==> src/rtl/gray_mod_7_monitor_if.sv <==
// ============================================================================
// Module      : gray_mod_7_monitor_if
// Description : Bus between the mod-7 Gray counter and its monitor.
//               GRAY_MON_SEG7_EN adds the registered seven-segment output.
// Revision    : 1.0 - initial release
// ============================================================================
`default_nettype none

interface gray_mod_7_monitor_if;
  logic [2:0] g;
  logic       rs;
  logic [2:0] b;
  logic       vld;
  logic       wrap;
  logic [7:0] wcnt;
  logic       err;
  logic       ill;
`ifdef GRAY_MON_SEG7_EN
  logic [6:0] seg;

  modport master (output g, rs, input b, vld, wrap, wcnt, err, ill, seg);
  modport slave  (input g, rs, output b, vld, wrap, wcnt, err, ill, seg);
`else
  modport master (output g, rs, input b, vld, wrap, wcnt, err, ill);
  modport slave  (input g, rs, output b, vld, wrap, wcnt, err, ill);
`endif
endinterface

`default_nettype wire

==> src/rtl/gray_mod_7_monitor.sv <==
// ============================================================================
// Module      : gray_mod_7_monitor
// Description : Decodes and checks the 3-bit mod-7 Gray sequence every clock.
//               Optional macro GRAY_MON_SEG7_EN adds a seven-segment output.
// Revision    : 1.0 - initial release
// ============================================================================
`default_nettype none

module gray_mod_7_monitor (
  input  wire logic           ck,
  input  wire logic           clr,
  gray_mod_7_monitor_if.slave bus
);

  typedef enum logic [1:0] {
    ST_SYNC  = 2'd0,
    ST_TRACK = 2'd1,
    ST_FAULT = 2'd2
  } state_t;

  localparam logic [2:0] C_ILLEGAL = 3'b100;
  localparam logic [6:0] C_SEG_ZERO = 7'b1111110;

  function automatic logic [2:0] gray_index(input logic [2:0] code);
    case (code)
      3'b000:  gray_index = 3'd0;
      3'b001:  gray_index = 3'd1;
      3'b011:  gray_index = 3'd2;
      3'b010:  gray_index = 3'd3;
      3'b110:  gray_index = 3'd4;
      3'b111:  gray_index = 3'd5;
      3'b101:  gray_index = 3'd6;
      default: gray_index = 3'd0;
    endcase
  endfunction

  function automatic logic [2:0] gray_succ(input logic [2:0] code);
    case (code)
      3'b000:  gray_succ = 3'b001;
      3'b001:  gray_succ = 3'b011;
      3'b011:  gray_succ = 3'b010;
      3'b010:  gray_succ = 3'b110;
      3'b110:  gray_succ = 3'b111;
      3'b111:  gray_succ = 3'b101;
      3'b101:  gray_succ = 3'b000;
      default: gray_succ = 3'b000;
    endcase
  endfunction

  state_t     state_q, state_d;
  logic [2:0] gq_q, gq_d;
  logic [2:0] b_q, b_d;
  logic       vld_q, vld_d;
  logic       wrap_q, wrap_d;
  logic [7:0] wcnt_q, wcnt_d;
  logic       err_q, err_d;
  logic       ill_q, ill_d;
  logic       w_is_ill;
  logic       w_is_succ;

  assign w_is_ill  = (bus.g == C_ILLEGAL);
  assign w_is_succ = (bus.g == gray_succ(gq_q));

  always_comb begin
    state_d = state_q;
    gq_d    = gq_q;
    b_d     = b_q;
    wcnt_d  = wcnt_q;
    err_d   = err_q;
    wrap_d  = 1'b0;
    ill_d   = 1'b0;

    // Resync overrides all evaluation of g, including the ill pulse.
    if (bus.rs) begin
      state_d = ST_SYNC;
      err_d   = 1'b0;
    end else begin
      case (state_q)
        ST_SYNC: begin
          if (w_is_ill) begin
            ill_d = 1'b1;
          end else begin
            gq_d    = bus.g;
            b_d     = gray_index(bus.g);
            state_d = ST_TRACK;
          end
        end
        ST_TRACK: begin
          if (w_is_succ && !w_is_ill) begin
            gq_d = bus.g;
            b_d  = gray_index(bus.g);
            if (gq_q == 3'b101) begin
              wrap_d = 1'b1;
              if (wcnt_q != 8'hFF) wcnt_d = wcnt_q + 8'd1;
            end
          end else begin
            state_d = ST_FAULT;
            err_d   = 1'b1;
            ill_d   = w_is_ill;
          end
        end
        ST_FAULT: begin
          ill_d = w_is_ill;
        end
        default: begin
          state_d = ST_SYNC;
        end
      endcase
    end

    vld_d = (state_d == ST_TRACK);
  end

  always_ff @(posedge ck) begin
    if (clr) begin
      state_q <= ST_SYNC;
      gq_q    <= 3'b000;
      b_q     <= 3'b000;
      vld_q   <= 1'b0;
      wrap_q  <= 1'b0;
      wcnt_q  <= 8'd0;
      err_q   <= 1'b0;
      ill_q   <= 1'b0;
    end else begin
      state_q <= state_d;
      gq_q    <= gq_d;
      b_q     <= b_d;
      vld_q   <= vld_d;
      wrap_q  <= wrap_d;
      wcnt_q  <= wcnt_d;
      err_q   <= err_d;
      ill_q   <= ill_d;
    end
  end

  assign bus.b    = b_q;
  assign bus.vld  = vld_q;
  assign bus.wrap = wrap_q;
  assign bus.wcnt = wcnt_q;
  assign bus.err  = err_q;
  assign bus.ill  = ill_q;

`ifdef GRAY_MON_SEG7_EN
  function automatic logic [6:0] seg_pattern(input logic [2:0] digit);
    case (digit)
      3'd0:    seg_pattern = 7'b1111110;
      3'd1:    seg_pattern = 7'b0110000;
      3'd2:    seg_pattern = 7'b1101101;
      3'd3:    seg_pattern = 7'b1111001;
      3'd4:    seg_pattern = 7'b0110011;
      3'd5:    seg_pattern = 7'b1011011;
      3'd6:    seg_pattern = 7'b1011111;
      default: seg_pattern = 7'b0000000;
    endcase
  endfunction

  logic [6:0] seg_q, seg_d;

  assign seg_d = seg_pattern(b_d);

  always_ff @(posedge ck) begin
    if (clr) seg_q <= C_SEG_ZERO;
    else     seg_q <= seg_d;
  end

  assign bus.seg = seg_q;
`else
  logic [6:0] unused_seg_zero;
  assign unused_seg_zero = C_SEG_ZERO;
`endif

endmodule

`default_nettype wire

==> src/flat_wrapper.sv <==
// flat-port wrapper written by rule: the top's interface ports become plain ports
module gray_mod_7_monitor_flat 
  (ck, clr, bus_g, bus_rs, bus_b, bus_vld, bus_wrap, bus_wcnt, bus_err, bus_ill);
  gray_mod_7_monitor_if bus_i ();
  input  wire logic ck;
  input  wire logic clr;
  input wire logic [$bits(bus_i.g)-1:0] bus_g;
  input wire logic [$bits(bus_i.rs)-1:0] bus_rs;
  output wire logic [$bits(bus_i.b)-1:0] bus_b;
  output wire logic [$bits(bus_i.vld)-1:0] bus_vld;
  output wire logic [$bits(bus_i.wrap)-1:0] bus_wrap;
  output wire logic [$bits(bus_i.wcnt)-1:0] bus_wcnt;
  output wire logic [$bits(bus_i.err)-1:0] bus_err;
  output wire logic [$bits(bus_i.ill)-1:0] bus_ill;
  assign bus_i.g = bus_g;
  assign bus_i.rs = bus_rs;
  assign bus_b = bus_i.b;
  assign bus_vld = bus_i.vld;
  assign bus_wrap = bus_i.wrap;
  assign bus_wcnt = bus_i.wcnt;
  assign bus_err = bus_i.err;
  assign bus_ill = bus_i.ill;
  gray_mod_7_monitor u_core (.ck(ck), .clr(clr), .bus(bus_i));
endmodule
==> config.mk <==
export PLATFORM = sky130hd
export DESIGN_NAME = gray_mod_7_monitor_flat
export DESIGN_NICKNAME = d
export VERILOG_FILES = /design/src/rtl/gray_mod_7_monitor_if.sv /design/src/rtl/gray_mod_7_monitor.sv /design/src/flat_wrapper.sv
export SDC_FILE = /design/constraint.sdc
export NUM_CORES = 1
export LEC_CHECK = 0
export CAP_MARGIN = 5
export CORE_MARGIN = 1.5
export CORE_UTILIZATION = 50
export CTS_BUF_LIST = sky130_fd_sc_hd__clkbuf_4
export CTS_CLUSTER_SIZE = 12
export DETAILED_ROUTE_END_ITERATION = 8
export GPL_TIMING_DRIVEN = 0
export PLACE_DENSITY_LB_ADDON = 0.12
export RECOVER_POWER = 100
export SETUP_SLACK_MARGIN = 0.4
export SLEW_MARGIN = 10
export SYNTH_ARGS = -nofsm -noshare
export SYNTH_HDL_FRONTEND = slang
export SYNTH_SLANG_ARGS = --single-unit
==> constraint.sdc <==
create_clock -name ck -period 3.94 [get_ports ck]
set_clock_uncertainty 0.1 [all_clocks]
set_input_delay 0.394 -clock ck [delete_from_list [all_inputs] [get_ports ck]]
set_output_delay 0.394 -clock ck [all_outputs]
set_load 0.01 [all_outputs]
==> run_results.csv, run 1 <==
group,metric,value,unit
finish,areaGrowthSynthToFinish,24.1,%
placement,gp_congestion,0.789,
finish,fin_nets,148,
sta,max_slew_margin,47.4,%
critical_path,critical_path.max_stage_delay,0.48,ns
power,p_per_area,342,nW/µm²
floorplanning,start_util,52.7,%
logic_synthesis,ys_seq_area_share,38.7,%
logic_synthesis,yosysWarnings,0,
critical_path,r2r-end,"u_core.bus.wcnt[5]",
sta,tns,0,ns
logic_synthesis,synth-compound-area-share,19.6,%
logic_synthesis,synth-xor-area-share,2.54,%
critical_path,start_kind,"flop",
clock_network,postCtsHoldBufs,0,
floorplanning,die_area,2350,µm²
critical_path,crit_buf_inv,1,
critical_path,required,4.03,ns
hold_path,hold-path-endpoint,"u_core.gq_q[1]",
finish,n_fill_cell,193,
floorplanning,core_area,1960,µm²
routing,drt-initial-drc-count,43,
sta,hold_slack,0.269,ns
routing,via_per_inst,5.85,
sta,worst_pin_slew,0.781,ns
clock_network,root_buffer,"clkbuf_4",
logic_synthesis,synth-simple-area-share,26.6,%
floorplanning,die_w,48.5,µm
grt,overflow,0,
critical_path,reg2regPathDepth,6,
critical_path,cp_max_fo,10,
grt,grt_pass1_vias,901,
logic_synthesis,synth_cells,119,
sta,fin_crit,2.53,ns
floorplanning,rows,16,
logic_synthesis,muxShareOfSynthArea,4.11,%
sta,hold_viol,0,
clock_network,clk_pin_slew,0.12,ns
clock_network,post_cts_resized,0,
routing,wl_per_cell,13.5,µm
routing,drcViolationCount,0,
run_status,status,"finished, final reports clean",
sta,finalCritPeriodShare,64.2,%
finish,antenna_cells_inserted,0,
critical_path,crit_family,"compound AO/OA/AOI/OAI gates",
floorplanning,ios,21,
logic_synthesis,syn_area_per_cell,8.70,µm²
grt,antenna_found_initial,0,
clock_network,cts_setup_buffers,0,
finish,final_layout_size_suffix_gt1_share,6.43,%
clock_network,cts_buffers,3,
routing,postRouteAntennaNets,0,
sta,setup_violations,0,
logic_synthesis,yosysUniqueCellTypes,40,
power,p_leak,0.000478,µW
power,ir_drop,0.256,mV
logic_synthesis,synth_top_family_by_area,"simple AND/OR/NAND/NOR gates",
clock_network,cts_tree,"yes",
clock_network,cts_max_level,1,
critical_path,reg2reg_from,"u_core.gq_q[2]",
clock_network,cts.sinks,20,
sta,maxSlewViolCount,0,
run,drv_cap,0,
grt,grt_usage,21.0,%
hold_path,min_from,"bus_g[1]",
critical_path,critPathKind,"reg2reg",
grt,grt_pass1_wl,3910,µm
hold_path,min_path_type,"in2reg",
grt,grt_max_degree,13,
placement,io_buffers,17,
clock_network,clkLatencyLatePin,0.30,ns
logic_synthesis,netlist_area,1030,µm²
critical_path,worstPathArrival,2.62,ns
routing,vias,977,
hold_path,holdPathStages,3,
critical_path,path_cells,"or3_1 -> mux2_2 -> a211o_1 -> clkbuf_1 -> o41ai_1 -> a21oi_1",
logic_synthesis,ys_ff_latch,20,
critical_path,crit_path_end_kind,"flop",
routing,dr.pass1.iters,4,
placement,hpwl,1670,µm
clock_network,cts_buffer_depth,2,
floorplanning,die_h,48.5,µm
critical_path,r2r_setup_slack,1.41,ns
logic_synthesis,syn_nets,126,
sta,fmax,0.395,GHz
sta,rsz0062_at_grt,"false",
logic_synthesis,synthAdderAreaFrac,1.21,%
critical_path,slowest_stage,"o41ai_1",
routing,routed_wl,2250,µm
-- stage by stage --
step	cells	power (µW)	worst slack (ns)	area [µm²]	util [%]
2_1_floorplan	119	257	1.62	1030	-
3_3_place_gp	163	274	1.52	1240	63.1
3_5_place_dp	163	276	1.46	1240	63.1
4_1_cts	167	443	1.57	1290	65.8
5_1_grt	167	456	1.36	1280	65.4
6_report	167	439	1.41	1280	65.4
-- flip-flops by register name, summed over array words and instances, names as in the netlist --
signal,cells
u_core.bus.vld,1
u_core.bus.b,3
u_core.bus.wcnt,8
u_core.bus.wrap,1
u_core.bus.err,1
u_core.state_q,2
u_core.bus.ill,1
u_core.gq_q,3
-- cell usage after synthesis (all sizes together) --
library cell	number	area, µm²
a2111o	1	11.3
a211o	1	8.76
a211oi	3	22.5
a21oi	12	60.1
and2b	1	7.51
and3b	1	8.76
buf	4	38.8
clkbuf	2	7.51
dfxtp	20	400
dlygate4sd3	1	10.0
ha	1	12.5
inv	5	18.8
mux2	2	22.5
mux2i	2	20.0
nand2	3	11.3
nand2b	3	18.8
nand3	8	40.0
nand4	2	12.5
nand4b	2	17.5
nor2	8	30.0
nor2b	1	6.26
nor3	1	5.00
nor3b	1	7.51
nor4	3	18.8
nor4b	1	8.76
o21a	1	7.51
o21ai	9	45.0
o21bai	1	7.51
o31ai	3	22.5
o41ai	2	17.5
or2	1	6.26
or3	4	25.0
or3b	1	8.76
or4	3	22.5
or4b	2	20.0
xnor2	1	8.76
xor2	2	17.5
-- worst max-delay path by stage --
stage	from	end	cells past startpoint
after floorplan	bus_g[2]	u_core.bus.wcnt[7]	6
after global placement	bus_g[2]	u_core.bus.wcnt[7]	6
after detailed placement	bus_g[2]	u_core.bus.wcnt[5]	7
after CTS	u_core.gq_q[2]	u_core.bus.wcnt[5]	6
after global routing	u_core.gq_q[0]	u_core.bus.wcnt[5]	6
final	u_core.gq_q[2]	u_core.bus.wcnt[5]	6
-- where the power goes --
| group | internal (µW) | switching [µW] |
|---|---|---|
| clock | 103 | 66.8 |
| sequential | 209 | 6.04 |
| combinational | 24.7 | 29.2 |
-- cell type report --
cell class	count	area [µm²]	area share, %
Buffer	7	48.8	3.80
Tap cell	27	33.8	2.63
Inverter	5	18.8	1.46
Timing Repair Buffer	17	170	13.3
Multi-Input combinational cell	87	559	43.6
Clock buffer	3	22.5	1.75
Clock inverter	1	30.0	2.34
Sequential cell	20	400	31.2
-- kinds of logic after synthesis --
kind of cell / after synthesis
xor gates and xnor gates: 3
DFF: 20
and+or+nand+nor: 46
adders and majority gates: 1
muxes: 4
AOI/OAI and AO/OA: 33
buffers and inverters: 12
-- per-layer routing --
| metal | share of wire (%) | wire [µm] | vias up | global-route usage [%] |
|---|---|---|---|---|
| met5 | 0 | 0 | - | 0 |
| met4 | 0.89 | 20 | 0 | 7.14 |
| met1 | 47 | 1050 | 447 | 26.5 |
| met3 | 6.1 | 137 | 4 | 4.01 |
| met2 | 46 | 1040 | 39 | 36.1 |
| li1 | - | - | 487 | - |
-- worst min-delay path: stages --
cell and delay (ns):
buf_6 0.12, nand3_1 0.06, a21oi_1 0.06
-- cell usage in the layout (no fill, tap or decap), types with 2 or more instances in the layout --
master / instances
xor2_1: 2
nand4_1: 2
nand2b_1: 3
o21ai_1: 2
o31ai_1: 3
buf_6: 2
nand2_1: 3
or4_1: 3
a211oi_1: 3
o21ai_0: 7
nor2_1: 8
clkbuf_1: 3
nand4b_1: 2
a21oi_1: 12
dfxtp_1: 20
mux2i_1: 2
nand3_1: 8
o41ai_1: 2
inv_1: 5
nor4_1: 3
or4b_1: 2
clkbuf_4: 3
or3_1: 4
dlygate4sd3_1: 17
Power figures use the tool's default switching activity.
==> run 2, diff against run 1 <==
clock period = 2.5 ns   (was 3.94 ns; I/O delays follow)
==> run 2 against run 1 <==
Die area stayed put. Combinational power is 79% higher. Critical endpoint unchanged. Largest cell class unchanged. Largest power group unchanged. Clock power is 8% lower. Highest routed layer unchanged.
==> run_results.csv, run 2 (synthesized netlist as in run 1, its figures left out) <==
group,metric,value,unit
routing,routed_wl,2410,µm
power,ir_drop,0.345,mV
finish,seqCellArea,403,µm²
critical_path,worstPathArrival,2.44,ns
clock_network,cts_buffer_depth,2,
finish,layout_common_cells,"18 x dfxtp_1, 17 x dlygate4sd3_1, 9 x a21oi_1",
grt,overflow,0,
critical_path,required,2.65,ns
finish,n_fill_cell,169,
sta,maxSlewViolCount,0,
clock_network,cts_buffers,3,
grt,grt_pass1_vias,890,
finish,multiInputGateArea,648,µm²
critical_path,start_kind,"flop",
routing,drcViolationCount,0,
placement,io_buffers,17,
critical_path,critPathKind,"reg2reg",
finish,final_util,70.7,%
grt,grt_pass1_wl,3920,µm
finish,fin_nets,151,
clock_network,root_buffer,"clkbuf_4",
placement,gp_congestion,0.813,
finish,final_layout_size_suffix_gt1_share,18.9,%
clock_network,cts_tree,"yes",
grt,grt_usage,20.6,%
power,p_per_area,428,nW/µm²
finish,antenna_cells_inserted,0,
clock_network,clk_pin_slew,0.12,ns
power,p_leak,0.000502,µW
floorplanning,ios,21,
critical_path,crit_path_end_kind,"flop",
run,drv_cap,0,
sta,rsz0062_at_grt,"true",
hold_path,min_path_type,"in2reg",
placement,dpl.cell_count,163,
finish,layout_commonest_cell,"dfxtp_1",
sta,fmax,0.437,GHz
floorplanning,rows,16,
routing,dr.pass1.iters,4,
placement,hpwl,1590,µm
routing,postRouteAntennaNets,0,
sta,tns,0,ns
grt,grt_max_degree,12,
clock_network,clkLatencyLatePin,0.30,ns
critical_path,cp_max_fo,7,
sta,worst_pin_slew,0.735,ns
run_status,status,"finished, final reports clean",
routing,via_per_inst,5.92,
sta,setup_violations,0,
sta,finalCritPeriodShare,91.6,%
sta,hold_viol,0,
sta,hold_slack,0.143,ns
routing,vias,1007,
sta,fin_crit,2.29,ns
routing,wl_per_cell,14.2,µm
sta,max_slew_margin,50.5,%
grt,antenna_found_initial,0,
floorplanning,die_w,48.5,µm
floorplanning,core_area,1960,µm²
finish,instances_no_fill,170,
finish,areaGrowthSynthToFinish,34.0,%
routing,drt-initial-drc-count,35,
clock_network,cts_max_level,1,
finish,largest_reg_flops,8,
clock_network,postCtsHoldBufs,0,
floorplanning,die_area,2350,µm²
clock_network,cts.sinks,20,
floorplanning,start_util,52.7,%
floorplanning,die_h,48.5,µm
[run 2: path summary, 6_finish.rpt]
kind,startpoint,endpoint,slack (ns),cells past startpoint
worst max-delay path,u_core.gq_q[2],u_core.bus.wcnt[5],0.21,7
worst min-delay path,bus_g[1],u_core.gq_q[1],0.14,3
worst max register to register,u_core.gq_q[2],u_core.bus.wcnt[5],0.21,7
worst min register to register,u_core.bus.b[0],u_core.bus.b[0],0.39,2
[run 2: metrics by stage]
step	area, µm²	total power (µW)	worst slack, ns
after floorplan	1040	405	0.408
after global routing	1390	629	0.146
after detailed placement	1240	435	0.270
final	1390	593	0.209
after global placement	1240	432	0.283
after CTS	1320	596	0.316
[run 2: final cells by class]
| class | count | area share [%] |
|---|---|---|
| tap | 27 | 2.44 |
| clock inverter | 1 | 0.271 |
| buffer | 7 | 4.60 |
| sequential | 20 | 29.1 |
| multi-input combinational | 87 | 46.8 |
| clock buffer | 3 | 1.62 |
| inverter | 5 | 1.35 |
| timing repair buffer | 20 | 13.9 |
[run 2: report_power, final]
part | switching (µW) | internal [µW]
clock | 99.1 | 58.3
sequential | 9.32 | 330
combinational | 50.8 | 45.6
total | 159 | 434
[run 2: routing by layer]
metal	global-route usage [%]	wire length (µm)	up-vias
met2	32.2	1140	32
met4	6.19	36	0
li1	-	-	499
met1	29.1	1120	470
met5	0	0	-
met3	3.70	118	6
[run 2: critical path, stage by stage (launching register included)]
cell	delay, ns
dfxtp_1	0.40
clkbuf_4	0.15
clkbuf_4	0.12
nand3_1	0.08
mux2_1	0.33
a211o_1	0.37
or4b_4	0.56
a21oi_2	0.13
[run 2: repair_timing]
item                                    in CTS  in global routing
hold endpoints to repair                     0                  0
resized for setup                            7                 17
buffers inserted                             2                  1
endpoints found under the setup margin       8                  8
pin swaps                                    9                  4
==> run 3, diff against run 2 <==
CORE_UTILIZATION = 47   (was 50)
clock period = 2.1 ns   (was 2.5 ns; I/O delays follow)
==> run 3 against run 2 <==
The run now ends with setup timing left. Fmax rose by 4.2%. Sequential share of layout area down 1.6 points. Design area is 6.9% higher. Final cell count increased by 1.2%. Utilization is 2.6 points higher. Via count is 4.2% higher. First-iteration DRC count fell by 51%. Non-clock buffer count is 2 higher. Register-to-register slack worse by 0.31 ns. Critical path depth down 2. Sequential power is 20% higher. Clock-buffer cell count stayed put. Critical path type unchanged. Critical endpoint is now u_core.bus.wcnt[6]. Largest power group unchanged.
==> run_results.csv, run 3 (synthesized netlist as in run 1, its figures left out) <==
group,metric,value,unit
power,p_total,737,µW
clock_network,cts.sinks,20,
run_status,violations,"setup timing",
finish,fin_nets,153,
sta,hold_viol,0,
critical_path,crit_path_end_kind,"flop",
clock_network,cts_tree,"yes",
critical_path,worstPathArrival,2.33,ns
power,p_leak,0.000531,µW
grt,overflow,0,
finish,layout_commonest_cell,"dfxtp_1",
routing,drt-initial-drc-count,17,
routing,dr.pass1.iters,6,
finish,antenna_cells_inserted,0,
run_status,status,"complete, but fails checks",
routing,wl_per_cell,15.4,µm
finish,areaGrowthSynthToFinish,43.2,%
floorplanning,die_area,2490,µm²
floorplanning,ios,21,
placement,placed_cell_area,1250,µm²
clock_network,postCtsHoldBufs,0,
floorplanning,rows,16,
grt,grt_pass1_wl,4220,µm
hold_path,min_path_type,"in2reg",
placement,post-place-ws,-0.162,ns
power,ir_drop,0.396,mV
clock_network,cts_max_level,1,
clock_network,clk_pin_slew,0.10,ns
sta,maxSlewViolCount,0,
finish,final_layout_size_suffix_gt1_share,28.3,%
finish,layout_common_cells,"17 x dfxtp_1, 16 x dlygate4sd3_1, 7 x nand3_1, 7 x nor2_1",
sta,finalCritPeriodShare,105,%
critical_path,slowest_stage,"or4b_4",
floorplanning,die_w,49.9,µm
critical_path,critical_path.max_stage_delay,0.53,ns
placement,hpwl,1660,µm
floorplanning,core_area,2020,µm²
critical_path,required,2.23,ns
routing,drcViolationCount,0,
run,drv_cap,0,
placement,dpl.cell_count,163,
finish,instances_no_fill,172,
floorplanning,die_h,49.9,µm
clock_network,cts_buffers,3,
finish,largest_reg_flops,8,
clock_network,root_buffer,"clkbuf_4",
critical_path,crit_family,"simple AND/OR/NAND/NOR gates",
routing,vias,1049,
critical_path,critPathKind,"reg2reg",
finish,n_fill_cell,151,
grt,grt_pass1_vias,966,
critical_path,start_kind,"flop",
routing,via_per_inst,6.10,
sta,rsz0062_at_grt,"true",
grt,grt_max_degree,12,
critical_path,crit_buf_inv,0,
power,p_per_area,498,nW/µm²
sta,fin_crit,2.20,ns
finish,final_util,73.3,%
sta,setup_violations,6,
grt,grt_usage,21.4,%
sta,max_slew_margin,45.4,%
sta,fmax,0.455,GHz
finish,stdcell_area,1480,µm²
routing,postRouteAntennaNets,0,
clock_network,clkLatencyLatePin,0.30,ns
placement,io_buffers,17,
clock_network,cts_buffer_depth,2,
sta,worst_pin_slew,0.813,ns
routing,routed_wl,2640,µm
placement,gp_congestion,0.813,
floorplanning,start_util,51.2,%
critical_path,cp_max_fo,7,
critical_path,path_cells,"or3_4 -> mux2_4 -> a211o_4 -> or4b_4 -> a21oi_2",
grt,antenna_found_initial,0,
sta,setup_slack,-0.0987,ns
-- run 3: cell count changes in the layout (fill, tap and decap cells not counted), moves of 2 or more --
cell / change
o21ai_0: -6
buf_6: +2
clkbuf_4: -2
buf_4: +2
a21oi_2: +3
o21ai_1: +2
o21ai_2: +3
a21oi_1: -3
-- run 3: per-layer routing --
metal | track usage [%] | vias up | share of wire [%]
met2 | 35.6 | 38 | 48
met5 | 0 | - | 0
met4 | 6.94 | 0 | 1.6
met1 | 26.4 | 507 | 44
li1 | - | 496 | -
met3 | 6.36 | 8 | 6.1
-- run 3: final timing paths --
path                        start            endpoint  slack (ns)  depth (start not counted)
setup / recovery   u_core.gq_q[2]  u_core.bus.wcnt[6]        -0.1                          5
hold / removal           bus_g[1]      u_core.gq_q[1]        0.08                          3
setup reg to reg   u_core.gq_q[2]  u_core.bus.wcnt[6]        -0.1                          5
hold reg to reg   u_core.bus.b[2]     u_core.bus.b[2]        0.38                          2
-- run 3: where the power goes --
group	switching [µW]	internal [µW]	leakage (µW)
clock	113	69.3	0.0000154
sequential	13.6	393	0.000164
combinational	77.7	71.1	0.000351
-- run 3: worst register-to-register path, stage by stage (launching register included) --
cell and delay [ns]:
dfxtp_4 0.36, or3_4 0.36, mux2_4 0.28, a211o_4 0.37, or4b_4 0.53, a21oi_2 0.14
-- run 3: area by class of cell --
type                       count  area [µm²]  area share [%]
multi-input combinational     87         712            48.1
timing repair buffer          22         224            15.1
inverter                       5        18.8            1.27
tap                           27        33.8            2.28
clock buffer                   3        22.5            1.52
buffer                         7        60.1            4.05
sequential                    20         407            27.4
clock inverter                 1        3.75           0.253
-- run 3: per-stage QoR --
stage | TNS, ns | hold slack, ns
floorplan | 0 | 0.277
global placement | -0.400 | 0.359
detailed placement | -0.638 | 0.360
CTS | -0.531 | 0.0810
global route | -0.839 | 0.0729
finish | -0.429 | 0.0769
-- run 3: repair_timing --
item	in CTS	in global routing
pin swaps	9	11
hold endpoints to repair	0	0
setup endpoints to repair	16	19
buffers inserted	2	3
gates resized for setup	15	20
